<file path="config.mk">
export PLATFORM = sky130hd
export DESIGN_NAME = mem_bist_master
export DESIGN_NICKNAME = d
export VERILOG_FILES = /design/src/rtl/mem_bist_master.sv
export SDC_FILE = /design/constraint.sdc
export NUM_CORES = 1
export LEC_CHECK = 0
export ABC_AREA = 1
export CAP_MARGIN = 20
export CORE_MARGIN = 5
export CORE_UTILIZATION = 52
export DETAILED_ROUTE_END_ITERATION = 6
export PLACE_DENSITY_LB_ADDON = 0.1
export SYNTH_ARGS = -nofsm -noshare
export SYNTH_HDL_FRONTEND = slang
export SYNTH_SLANG_ARGS = --single-unit
export TNS_END_PERCENT = 100
</file>
<file path="constraint.sdc">
create_clock -name clk -period 8.15 [get_ports clk]
set_clock_uncertainty 0.1 [all_clocks]
set_input_delay 1.63 -clock clk [delete_from_list [all_inputs] [get_ports clk]]
set_output_delay 1.63 -clock clk [all_outputs]
set_load 0.005 [all_outputs]
</file>
<file path="src/rtl/mem_bist_master.sv">
// Memory BIST initiator: fills a wrapping address range with a pattern over a valid/ready port,
// reads it back, compares each word and reports pass/fail, error count and first failing address.
module mem_bist_master #(
    parameter int unsigned WIDTH = 32,
    parameter int unsigned DEPTH = 256,
    parameter int unsigned ADDR  = 8,
    parameter int unsigned TMO   = 1024
) (
    input  logic             clk,
    input  logic             rst,
    input  logic             start,
    input  logic [ADDR-1:0]  start_addr,
    input  logic [ADDR:0]    num_loc,
    input  logic [1:0]       pattern,
    input  logic [WIDTH-1:0] seed,
    output logic [ADDR-1:0]  addr,
    output logic [WIDTH-1:0] wdata,
    output logic             wrbar,
    output logic             valid,
    input  logic [WIDTH-1:0] rdata,
    input  logic             ready,
    output logic             busy,
    output logic             done,
    output logic             pass,
    output logic             timeout,
    output logic [ADDR:0]    err_cnt,
    output logic [ADDR-1:0]  first_err_addr
);

    localparam int unsigned CW = ADDR + 1;
    localparam int unsigned TW = $clog2(TMO + 1);

    typedef enum logic [1:0] {IDLE, WR, RD, DONE} state_t;

    state_t           state;
    logic [ADDR-1:0]  base;
    logic [CW-1:0]    count;
    logic [CW-1:0]    idx;
    logic [1:0]       pat;
    logic [WIDTH-1:0] seed_q;
    logic [TW-1:0]    wcnt;

    logic [CW-1:0]    num_clamp_c;
    logic             last_c;
    logic             miss_c;
    logic [ADDR-1:0]  addr_next_c;

    // Data word expected at address a for pattern p
    function automatic logic [WIDTH-1:0] pat_fn(input logic [ADDR-1:0] a, input logic [1:0] p,
                                                input logic [WIDTH-1:0] s);
        logic [WIDTH-1:0] r;
        r = WIDTH'(a);
        case (p)
            2'd0: r = WIDTH'(a);
            2'd1: r = ~WIDTH'(a);
            2'd2: for (int i = 0; i < int'(WIDTH); i++) r[i] = 1'(i % 2) ^ a[0];
            default: r = s;
        endcase
        return r;
    endfunction

    assign num_clamp_c = (num_loc > CW'(DEPTH)) ? CW'(DEPTH) : num_loc;
    assign last_c      = (idx == CW'(count - 1'b1));
    assign miss_c      = (rdata != pat_fn(addr, pat, seed_q));
    assign addr_next_c = ADDR'(addr + 1'b1);

    always_ff @(posedge clk or posedge rst) begin
        if (rst) begin
            state          <= IDLE;
            addr           <= '0;
            wdata          <= '0;
            wrbar          <= 1'b0;
            valid          <= 1'b0;
            busy           <= 1'b0;
            done           <= 1'b0;
            pass           <= 1'b0;
            timeout        <= 1'b0;
            err_cnt        <= '0;
            first_err_addr <= '0;
            base           <= '0;
            count          <= '0;
            idx            <= '0;
            pat            <= '0;
            seed_q         <= '0;
            wcnt           <= '0;
        end else begin
            done <= 1'b0;
            case (state)
                IDLE: begin
                    if (start) begin
                        base           <= start_addr;
                        count          <= num_clamp_c;
                        pat            <= pattern;
                        seed_q         <= seed;
                        err_cnt        <= '0;
                        first_err_addr <= '0;
                        pass           <= 1'b0;
                        timeout        <= 1'b0;
                        idx            <= '0;
                        wcnt           <= '0;
                        if (num_clamp_c == '0) begin
                            state <= DONE;
                            done  <= 1'b1;
                            pass  <= 1'b1;
                        end else begin
                            busy  <= 1'b1;
                            state <= WR;
                        end
                    end
                end
                WR, RD: begin
                    if (!valid) begin
                        // Present the first beat of a phase
                        valid <= 1'b1;
                        addr  <= base;
                        wrbar <= (state == WR);
                        wdata <= (state == WR) ? pat_fn(base, pat, seed_q) : '0;
                        wcnt  <= '0;
                    end else if (ready) begin
                        wcnt <= '0;
                        if (state == RD && miss_c) begin
                            if (err_cnt != '1) err_cnt <= CW'(err_cnt + 1'b1);
                            if (err_cnt == '0) first_err_addr <= addr;
                        end
                        if (last_c) begin
                            idx   <= '0;
                            valid <= 1'b0;
                            wrbar <= 1'b0;
                            wdata <= '0;
                            if (state == WR) begin
                                state <= RD;
                            end else begin
                                state <= DONE;
                                done  <= 1'b1;
                                busy  <= 1'b0;
                                addr  <= '0;
                                pass  <= (err_cnt == '0) && !miss_c;
                            end
                        end else begin
                            idx   <= CW'(idx + 1'b1);
                            addr  <= addr_next_c;
                            wdata <= (state == WR) ? pat_fn(addr_next_c, pat, seed_q) : '0;
                        end
                    end else if (wcnt == TW'(TMO - 1)) begin
                        // Ready never came for this beat: abort the run
                        timeout <= 1'b1;
                        valid   <= 1'b0;
                        wrbar   <= 1'b0;
                        addr    <= '0;
                        wdata   <= '0;
                        busy    <= 1'b0;
                        pass    <= 1'b0;
                        done    <= 1'b1;
                        state   <= DONE;
                    end else begin
                        wcnt <= TW'(wcnt + 1'b1);
                    end
                end
                DONE: state <= IDLE;
                default: state <= IDLE;
            endcase
        end
    end

endmodule

</file>
## Word level (Yosys, flattened, before mapping)

Index checks and enable logic that the tools add are counted.

- Register bits: 136
- Input port bits: 87
- Output and inout bits: 63

- $add $sub $neg: 5
- Order comparisons: 1
- Equality and inequality tests: 25
- Multiplexer cells: 78
- Bitwise gates (word level): 6
- Reductions and logical operators: 21

Operators by type and width:

| kind | number |
|---|---|
| $pmux 32 s3 | 3 |
| $mux 32 | 6 |
| $not 8->32 | 3 |
| $mux 9 | 9 |
| $mux 8 | 10 |
| $mux 11 | 4 |
| $pmux 9 s2 | 2 |
| $ne 32x32->1 | 1 |
| $mux 1 | 31 |
| $pmux 11 s2 | 1 |
| $add 9x1->9 const B | 2 |
| $logic_not 9->1 | 2 |
| $ne 2x2->1 const B | 9 |
| $reduce_and 6->1 | 3 |
| $pmux 8 s2 | 1 |
| $mux 2 | 6 |
| $add 11x1->11 const B | 1 |
| $eq 11x10->1 const B | 1 |
| $eq 9x9->1 | 1 |
| $gt 9x9->1 const B | 1 |
| $ne 3x3->1 const B | 3 |
| $ne 9x9->1 const B | 1 |
| $reduce_and 3->1 | 3 |
| $sub 9x1->9 const B | 1 |
| other kinds (18) | 31 |

## Depth between registers and ports, before layout

Gate-level depths: netlist of run 1.

- Depth after elaboration: 10
- Depth in mapped cells: 18
- Mapped depth without buffers: 18

## Worst setup path after synthesis of run 1

OpenSTA, ideal clock, no wires.

- Path type: input to register
- Start: input port ready
- End: register err_cnt[1]
- Library setup time: 0.118 ns
- Arrival time: 3.095 ns
- Required time: 7.932 ns
- Setup slack: 4.837 ns
- Stages: 8
- Path through: clkbuf_1 -> nand2_1 -> a21oi_2 -> inv_1 -> a21oi_1 -> nand2_2 -> nand2_1 -> nand2_1

- Word-level cells in the longest chain between the ends: 2

Ends and longest elaborated chain:

| item | line | source |
|---|---|---|
| from (decl) | 21 | `input logic ready,` |
| $ne 2x2->1 (no source line) | -- |  |
| $reduce_and 6->1 (no source line) | -- |  |
| to (signal assigned) | 122 | `if (err_cnt != '1) err_cnt <= CW'(err_cnt + 1'b1);` |
| to (decl) | 26 | `output logic [ADDR:0] err_cnt,` |

No other way between the ends.
A chain may end at the register's enable or synchronous reset.

## Final worst setup path of run 1

- Start: input port start
- End: register err_cnt[1]

- Word-level cells in the longest chain between the ends: 2

Ends and longest elaborated chain:

| item | line | source |
|---|---|---|
| from (decl) | 11 | `input logic start,` |
| $ne 2x2->1 (no source line) | -- |  |
| $reduce_and 6->1 (no source line) | -- |  |

No other way between the ends.

==> results of run 1 <==
-- stage by stage --
stage               cells  util (%)  hold WS (ps)  instance area (sq um)
floorplan            1217         -           341                   8320
global placement     1540      62.8           356                   9910
detailed placement   1540      62.8           365                   9910
CTS                  1572      66.4           383                  10500
global route         1572      66.4           397                  10500
finish               1572      66.4           381                  10500
-- metal layers --
metal	global-route usage [%]	part of all wire [%]	vias to the layer above
li1	-	-	4156
met1	38.4	43	3964
met2	40.4	46	374
met3	5.74	7.9	70
met4	11.5	3.5	0
met5	0	0	-
-- layout by cell type (no fill, tap or decap), drive strengths merged --
cell type | Yosys | layout
nand2 | 460 | 460
clkdlybuf4s50 | 0 | 149
dfrtp | 136 | 136
inv | 127 | 135
nand3 | 98 | 98
nor2 | 93 | 93
a21oi | 75 | 75
o21ai | 55 | 55
nand4 | 28 | 28
o22ai | 19 | 19
xor2 | 18 | 18
clkbuf | 30 | 17
ha | 12 | 12
o211ai | 10 | 10
a31oi | 7 | 7
buf | 19 | 7
or2 | 6 | 6
xnor2 | 5 | 5
nor3 | 5 | 5
clkinv | 1 | 5
nand3b | 4 | 4
o21a | 4 | 4
clkinvlp | 0 | 3
nor4 | 2 | 2
a22oi | 1 | 1
o31ai | 1 | 1
nor3b | 1 | 1
-- worst register-to-register path: stages (launching register included) --
cell and delay (ps):
dfrtp_1 1050, inv_2 250, nand2_2 590, nand4_1 180
nand2_1 130, nand2_1 70, nor2_1 120, nand2_1 60
nor2_1 200, nand3_1 160, nand2_2 100, nand2_4 140
nand2_2 190, nand2_1 80, nand2_1 70
-- flip-flops by register name, indices dropped and copies added (netlist names), 2 cells and up --
signal / count
idx: 9
first_err_addr: 8
addr: 8
count: 9
state: 2
pat: 2
wdata: 32
base: 8
seed_q: 32
err_cnt: 9
wcnt: 11
-- worst max-delay path by stage --
stage	end	slack (ps)	cells past startpoint
after floorplan	addr[0]	2780	1
after global routing	err_cnt[0]	3770	10
after global placement	err_cnt[5]	3720	10
after CTS	err_cnt[1]	4080	10
after detailed placement	err_cnt[1]	3630	10
final	err_cnt[1]	4010	10
-- cell families (layout without fill, tap and decap cells) --
logic type	Yosys count	after routing	synth area share, %
simple gates	697	697	34.9
buf+inv	177	316	8.68
compound gates	172	172	11.3
flops	136	136	40.9
xor+xnor	23	23	2.42
fa+ha+maj	12	12	1.80
-- final cells by class --
cell class                      count  area, sq um  area share [%]
Inverter                          128          485            4.64
Tap cell                          216          270            2.58
Sequential cell                   136         3400            32.5
Multi-Input combinational cell    904         4200            40.2
Clock inverter                     15          133            1.27
Timing Repair Buffer              156         1540            14.8
Clock buffer                       17          425            4.07
-- power by group --
part           switching (W)  internal (W)  total (W)
Clock               0.000339      0.000400   0.000739
Combinational        0.00137      0.000792    0.00216
Sequential          0.000229      0.000932    0.00116
-- cell usage after synthesis (all sizes together) (18+ instances only) --
cell    number  share of area, %
nand2      460                21
dfrtp      136                41
inv        127               5.8
nand3       98               6.0
nor2        93               4.3
a21oi       75               4.6
o21ai       55               3.4
clkbuf      30               1.4
nand4       28               2.1
buf         19               1.5
o22ai       19               1.4
xor2        18               1.9
==> impl_metrics.yaml, run 1 <==
status:
  outcome: "finished, final reports clean"
clock_network:
  path_clk_slew_ps: 60
  clock-sinks: 136
  cts_resized: 0
  cts_buffer_depth: 2
  post-cts-setup-buffer-count: 0
  clk_latency_ps: 430
  h-tree-depth: 4
  holdBufCountCts: 0
  cts_tree: "yes"
  clk_root_buffer_cell: "clkbuf_16"
  cts_buffers: 17
drt:
  drtAntennaViolNets: 0
  wirelength_um: 24700
  drc_errors: 0
  drtIter0Drc: 1019
  wl_per_cell_um: 15.7
  num_vias: 8564
  vias_per_cell: 5.45
  drt_pre_antenna_iters: 6
synth:
  synth_nets: 1316
  syn_area_sq_um: 8320
  syn_inst: 1217
  ys_seq_area_share_pct: 40.9
  synth-seq-cells: 136
  synth_edf_count: 0
  yosys_warnings: 0
  synth-async-reset-ratio_pct: 100
  ys.flop_type: "dfrtp_1"
  avgSynthCellArea_sq_um: 6.84
  ys_types: 37
min_path:
  min_path_type: "reg2reg"
  hold-path-cell-count: 2
  hp-start: "seed_q[4]"
  hold_end: "seed_q[4]"
die:
  fp.dieW_um: 137
  fp.coreArea_sq_um: 15800
  fp.dieH_um: 137
  start_util_pct: 52.8
  ios: 150
  die-area_sq_um: 18600
  rows: 46
critical_path:
  worstPathArrival_ps: 4360
  slowest_delay_ps: 680
  worst-path-buf-inv: 3
  end_kind: "register"
  path_cells: "clkdlybuf4s50_1, nor2_1, nor2_1, inv_1, a21oi_2, inv_1, a21oi_1, nand2_2, nand2_1, nand2_1"
  ff2ff_path_depth: 14
  startpoint_type: "input port"
  r2r_start: "pat[1]"
  path_class: "in2reg"
  cp_top_family: "compound AO/OA/AOI/OAI gates"
  crit_required_ps: 8370
  crit_slowest_cell: "a21oi_1"
  r2r_end: "err_cnt[1]"
  startpoint: "start"
  crit_fanout: 18
  rrSetupSlack_ps: 4600
layout:
  antenna_cells: 0
  drive_gt1_share_pct: 4.72
  n_fill_cell: 1462
  layout.nets: 1442
  area_growth_pct: 25.7
sta:
  layout_setup_ws_ps: 4010
  slew_viol_final: 0
  tightestPinTransition_ps: 1080
  rsz0062_at_grt: "false"
  fin_crit_ps: 4140
  finalSetupTns_ps: 0
  finalHoldViolCount: 0
  fmaxAchievable_mhz: 242
  period_share_pct: 50.8
  finalSetupViolCount: 0
  slew_headroom_pct: 28.3
pwr:
  powerDensity_nw_per_um2: 388
  power_w: 0.00406
  peakVddDrop_uv: 201
  leakage_nw: 5.23
global_route:
  grt_pass1_vias: 7650
  overflow: 0
  grt_max_degree: 72
  grt_antenna_before_repair: 0
  grt_use_total_pct: 27.1
  grt_pass1_wl_um: 39800
place:
  gp_congestion: 0.958
  post-dp-hpwl_um: 17900
  portBuffers: 149
  dp_slack_ps: 3630
flow_run:
  maxCapViolations: 0
Note: power is estimated with default switching activity, not from simulation.
==> run 2: changes to the inputs <==
Settings changed: CORE_UTILIZATION 52 to 48.
Clock period 8.15 ns to 3.6 ns, I/O delays scaled along.
==> run 2 against run 1 <==
Clock power grew to 2.7 times the previous value. Critical path depth is 7 higher. Global-route usage is 1.1 points lower. Non-clock buffer count is 11 higher. Critical path type is now reg2reg. Largest power group unchanged.
==> impl_metrics.yaml, run 2 (synthesis gave the netlist of run 1 again) <==
status:
  outcome: "finished, final reports clean"
die:
  fp.dieW_um: 142
  fp.coreArea_sq_um: 17200
  die-area_sq_um: 20100
  fp.dieH_um: 142
  ios: 150
  rows: 48
  start_util_pct: 48.4
sta:
  period_share_pct: 84.7
  finalHoldViolCount: 0
  fin_crit_ps: 3050
  fmaxAchievable_mhz: 328
  finalSetupViolCount: 0
  rsz0062_at_grt: "false"
  slew_viol_final: 0
  tightestPinTransition_ps: 652
  slew_headroom_pct: 56.4
  finalSetupTns_ps: 0
  layout_setup_ws_ps: 552
clock_network:
  holdBufCountCts: 0
  h-tree-depth: 4
  path_clk_slew_ps: 60
  clock-sinks: 136
  cts_resized: 0
  cts_buffer_depth: 2
  post-cts-setup-buffer-count: 0
  cts_buffers: 17
  clk_latency_ps: 430
  clk_root_buffer_cell: "clkbuf_16"
  cts_tree: "yes"
global_route:
  grt_use_met3_pct: 4.65
  grt_antenna_before_repair: 0
  grt_pass1_vias: 7745
  grt_use_total_pct: 26.0
  grt_pass1_wl_um: 41300
  grt_util_met1_pct: 40.5
  met2_usage_pct: 37.3
  busiest_layer: "met1"
  overflow: 0
  grt_max_degree: 73
layout:
  final_util_pct: 62.2
  area_growth_pct: 28.4
  layout.nets: 1453
  drive_gt1_share_pct: 5.41
  layout_common_cells: "nand2_1 (451), clkdlybuf4s50_1 (149), dfrtp_1 (136)"
  final_common_cell: "nand2_1"
  antenna_cells: 0
  reg.largest.list: "seed_q: 32 flops, wdata: 32 flops, wcnt: 11 flops"
  final_area_sq_um: 10700
critical_path:
  crit_top_cell: "nand2_1"
  worst-path-buf-inv: 2
  startpoint_type: "register"
  path_class: "reg2reg"
  slowest_delay_ps: 680
  end_kind: "register"
  worstPathArrival_ps: 3320
  crit_required_ps: 3870
  crit_slowest_cell: "dfrtp_1"
  cp_top_family: "simple AND/OR/NAND/NOR gates"
  crit_fanout: 18
  path_cells: "buf_4, nand2_2, inv_2, nand2_1, nand2_1, nand2_1, nand2_1, nand2_1, nor2_1, nand2_1, nor2_1, nand3_1, nand2_2, nand2_4, nand2_2, nand2_1, nand2_1"
drt:
  num_vias: 8522
  drtAntennaViolNets: 0
  wl_per_cell_um: 16.4
  drc_errors: 0
  vias_per_cell: 5.35
  wirelength_um: 26200
  drtIter0Drc: 961
  drt_pre_antenna_iters: 6
min_path:
  min_path_type: "reg2reg"
place:
  post-dp-hpwl_um: 19400
  gp_congestion: 0.920
  portBuffers: 149
  dp_slack_ps: 600
  place_area_sq_um: 10000
flow_run:
  maxCapViolations: 0
pwr:
  powerDensity_nw_per_um2: 905
  peakVddDrop_uv: 517
  leakage_nw: 5.34
[run 2: changes by cell type in the layout (fill, tap and decap cells not counted), moves of 2 or more]
cell       previous run  this run
buf_4                 7        16
bufinv_16             0         5
inv_6                 6         3
buf_12                0         2
clkinv_2              0         2
clkinv_4              4         2
inv_8                 2         0
[run 2: tightest hold or removal path, delay by kind of cell, from the launching register on]
| family | cells | cell delay (ps) |
|---|---|---|
| flip-flops | 1 | 340 |
| AND/OR/NAND/NOR | 2 | 110 |
[run 2: metrics by stage]
stage                     instances  total power [W]  hold slack [ps]
final                          1592          0.00967              381
after global routing           1592           0.0104              395
after CTS                      1592          0.00964              381
after detailed placement       1560          0.00764              368
after global placement         1560          0.00757              362
after floorplan                1217          0.00596              341
[run 2: final timing paths]
kind	from	to	slack, ps	depth (start not counted)
max in group asynchronous	rst	seed_q[31]	2280	3
worst min register to register	seed_q[4]	seed_q[4]	380	2
worst max register to register	pat[0]	err_cnt[8]	550	17
min in group asynchronous	rst	addr[5]	480	2
worst max-delay path	pat[0]	err_cnt[8]	550	17
worst min-delay path	seed_q[4]	seed_q[4]	380	2
[run 2: layout make-up]
cell class                 instances  area [sq um]
tap                              225           282
multi-input combinational        904          4200
clock inverter                    14           219
clock buffer                      18           439
timing repair buffer             167          1650
sequential                       136          3400
inverter                         128           487
fill                            1598          6490
[run 2: report_power, final]
part           leakage [nW]  internal [W]  total, W  switching (W)
combinational          3.28       0.00187   0.00509        0.00322
sequential             1.74       0.00211   0.00262       0.000513
clock                 0.317       0.00125   0.00196       0.000704
[run 2: routing by layer]
layer  vias up  wire (um)
li1       4183          -
met1      3951      12200
met2       361      11400
met3        27       2200
met4         0        333
met5         -          0
==> run 3: changes to the inputs <==
Clock period 3.6 ns to 2.7 ns, I/O delays scaled along.
==> run 3 against run 2 <==
Combinational power is 44% higher. Worst setup slack worse by 280 ps. Core utilization up 1.4 points. Register-to-register slack got worse by 280 ps. Die area unchanged. Final area is 2.3% higher. Largest cell class unchanged. Worst hold slack worse by 10 ps. Global-route usage grew 0.081 points. Non-clock buffer count increased by 24. Sequential cell count stayed put. Highest routed layer unchanged.
==> impl_metrics.yaml, run 3 (synthesis gave the netlist of run 1 again) <==
status:
  outcome: "finished, final reports clean"
clock_network:
  cts_buffer_depth: 2
  clk_latency_ps: 430
  cts_tree: "yes"
  clk_root_buffer_cell: "clkbuf_16"
  clock-sinks: 136
  cts_buffers: 17
  h-tree-depth: 4
  path_clk_slew_ps: 70
  holdBufCountCts: 0
place:
  post-dp-hpwl_um: 19500
  placed_cells: 1583
  portBuffers: 149
  gp_congestion: 0.964
sta:
  holdWs_ps: 370
  finalSetupTns_ps: 0
  period_share_pct: 90.1
  finalHoldViolCount: 0
  fin_crit_ps: 2430
  tightestPinTransition_ps: 553
  finalSetupViolCount: 0
  fmaxAchievable_mhz: 411
  slew_viol_final: 0
  rsz0062_at_grt: "false"
  slew_headroom_pct: 63.1
pwr:
  p_switching_w: 0.00611
  comb_power_share_pct: 55.9
  leakage_nw: 5.45
  pwr-share-seq_pct: 26.0
  powerDensity_nw_per_um2: 1200
  peakVddDrop_uv: 612
  power_frac_clock_pct: 18.1
  internal_power_w: 0.00701
  switching_share_pct: 46.5
layout:
  n_fill_cell: 1621
  area_growth_pct: 31.3
  final_common_cell: "nand2_1"
  antenna_cells: 0
  layout_common_cells: "nand2_1 (451), clkdlybuf4s50_1 (149), dfrtp_1 (136)"
  instances_no_fill: 1616
  drive_gt1_share_pct: 7.33
  reg.largest.list: "seed_q: 32 flops, wdata: 32 flops, wcnt: 11 flops"
  layout.nets: 1477
min_path:
  min_path_type: "in2async"
critical_path:
  path_cells: "inv_1, ha_1, nand3_1, nor2_1, xor2_1, nand2_1, nor2_2, buf_4, nand3_1, nand2_1, nand2_1, nand2_1, nand2_1, nand2_1, o21ai_0"
  cp_top_family: "simple AND/OR/NAND/NOR gates"
  crit_fanout: 5
  end_kind: "register"
  crit_top_cell: "nand2_1"
  ff2ff_path_depth: 15
  worst-path-buf-inv: 2
  worstPathArrival_ps: 2640
  startpoint_type: "register"
  r2r_start: "count[1]"
  slowest_delay_ps: 380
  path_class: "reg2reg"
  crit_slowest_cell: "dfrtp_1"
  rrSetupSlack_ps: 270
  r2r_end: "state[1]"
  crit_required_ps: 2910
global_route:
  grt_pass1_wl_um: 41800
  grt_max_degree: 45
  grt_use_total_pct: 26.1
  grt_pass1_vias: 7905
  overflow: 0
  grt_antenna_before_repair: 0
drt:
  drtIter0Drc: 848
  drc_errors: 0
  drt_pre_antenna_iters: 5
  num_vias: 8652
  drtAntennaViolNets: 0
  wl_per_cell_um: 16.1
  vias_per_cell: 5.35
  wirelength_um: 26100
flow_run:
  maxCapViolations: 0
die:
  start_util_pct: 48.4
  die-area_sq_um: 20100
  ios: 150
  rows: 48
  fp.dieH_um: 142
  fp.dieW_um: 142
  fp.coreArea_sq_um: 17200
[run 3: worst max path at each step]
stage / startpoint / endpoint / slack [ps] / depth (start not counted)
2_1_floorplan: rst / addr[0] / 370 / 1
3_3_place_gp: pat[0] / err_cnt[7] / 110 / 16
3_5_place_dp: pat[0] / err_cnt[5] / 20 / 16
4_1_cts: pat[0] / err_cnt[5] / 70 / 16
5_1_grt: wcnt[1] / wdata[4] / 2 / 14
6_report: count[1] / state[1] / 270 / 15
[run 3: final cells by class]
| cell class | count | area, sq um | share of cell area [%] |
|---|---|---|---|
| clock buffers | 17 | 425 | 3.89 |
| inverters | 128 | 489 | 4.48 |
| repair buffers | 191 | 1910 | 17.5 |
| well taps | 225 | 282 | 2.58 |
| clock inverters | 15 | 168 | 1.53 |
| multi-input cells | 904 | 4250 | 38.9 |
| flip-flops and latches | 136 | 3400 | 31.1 |
[run 3: metrics by stage]
stage | area (sq um) | worst slack, ps | total power [W] | util, %
2_1_floorplan | 8330 | 367 | 0.00795 | -
3_3_place_gp | 10300 | 108 | 0.0104 | 59.7
3_5_place_dp | 10300 | 22.9 | 0.0105 | 59.7
4_1_cts | 10900 | 71.0 | 0.0129 | 63.2
5_1_grt | 10900 | 1.63 | 0.0142 | 63.6
6_report | 10900 | 268 | 0.0131 | 63.6
[run 3: metal layers]
layer  vias up  track usage [%]  wire [um]  part of all wire [%]
li1       4236                -          -                     -
met1      3945             39.9      12000                    46
met2       421             37.8      11200                    43
met3        50             4.68       2300                   8.8
met4         0             7.63        548                   2.1
met5         -                0          0                     0
[run 3: worst reg2reg max path, stage by stage, from the launching register on]
cell and delay (ps):
dfrtp_1 380, inv_1 80, ha_1 180, nand3_1 180
nor2_1 170, xor2_1 150, nand2_1 80, nor2_2 210
buf_4 170, nand3_1 90, nand2_1 130, nand2_1 60
nand2_1 100, nand2_1 110, nand2_1 70, o21ai_0 70
[run 3: power by group through the flow]
stage / registers (W) / clock network [W] / logic [W]
5_1_grt: 0.00351 / 0.00248 / 0.00820
3_5_place_dp: 0.00343 / 0 / 0.00707
4_1_cts: 0.00340 / 0.00239 / 0.00716
2_1_floorplan: 0.00329 / 0 / 0.00467
3_3_place_gp: 0.00341 / 0 / 0.00698
6_report: 0.00341 / 0.00238 / 0.00734
[run 3: timing repair]
item,CTS,global route
pin swaps,0,1
buffers inserted,0,1
gates resized for setup,1,14
endpoints found under the hold margin,0,0
setup endpoints to repair,6,52
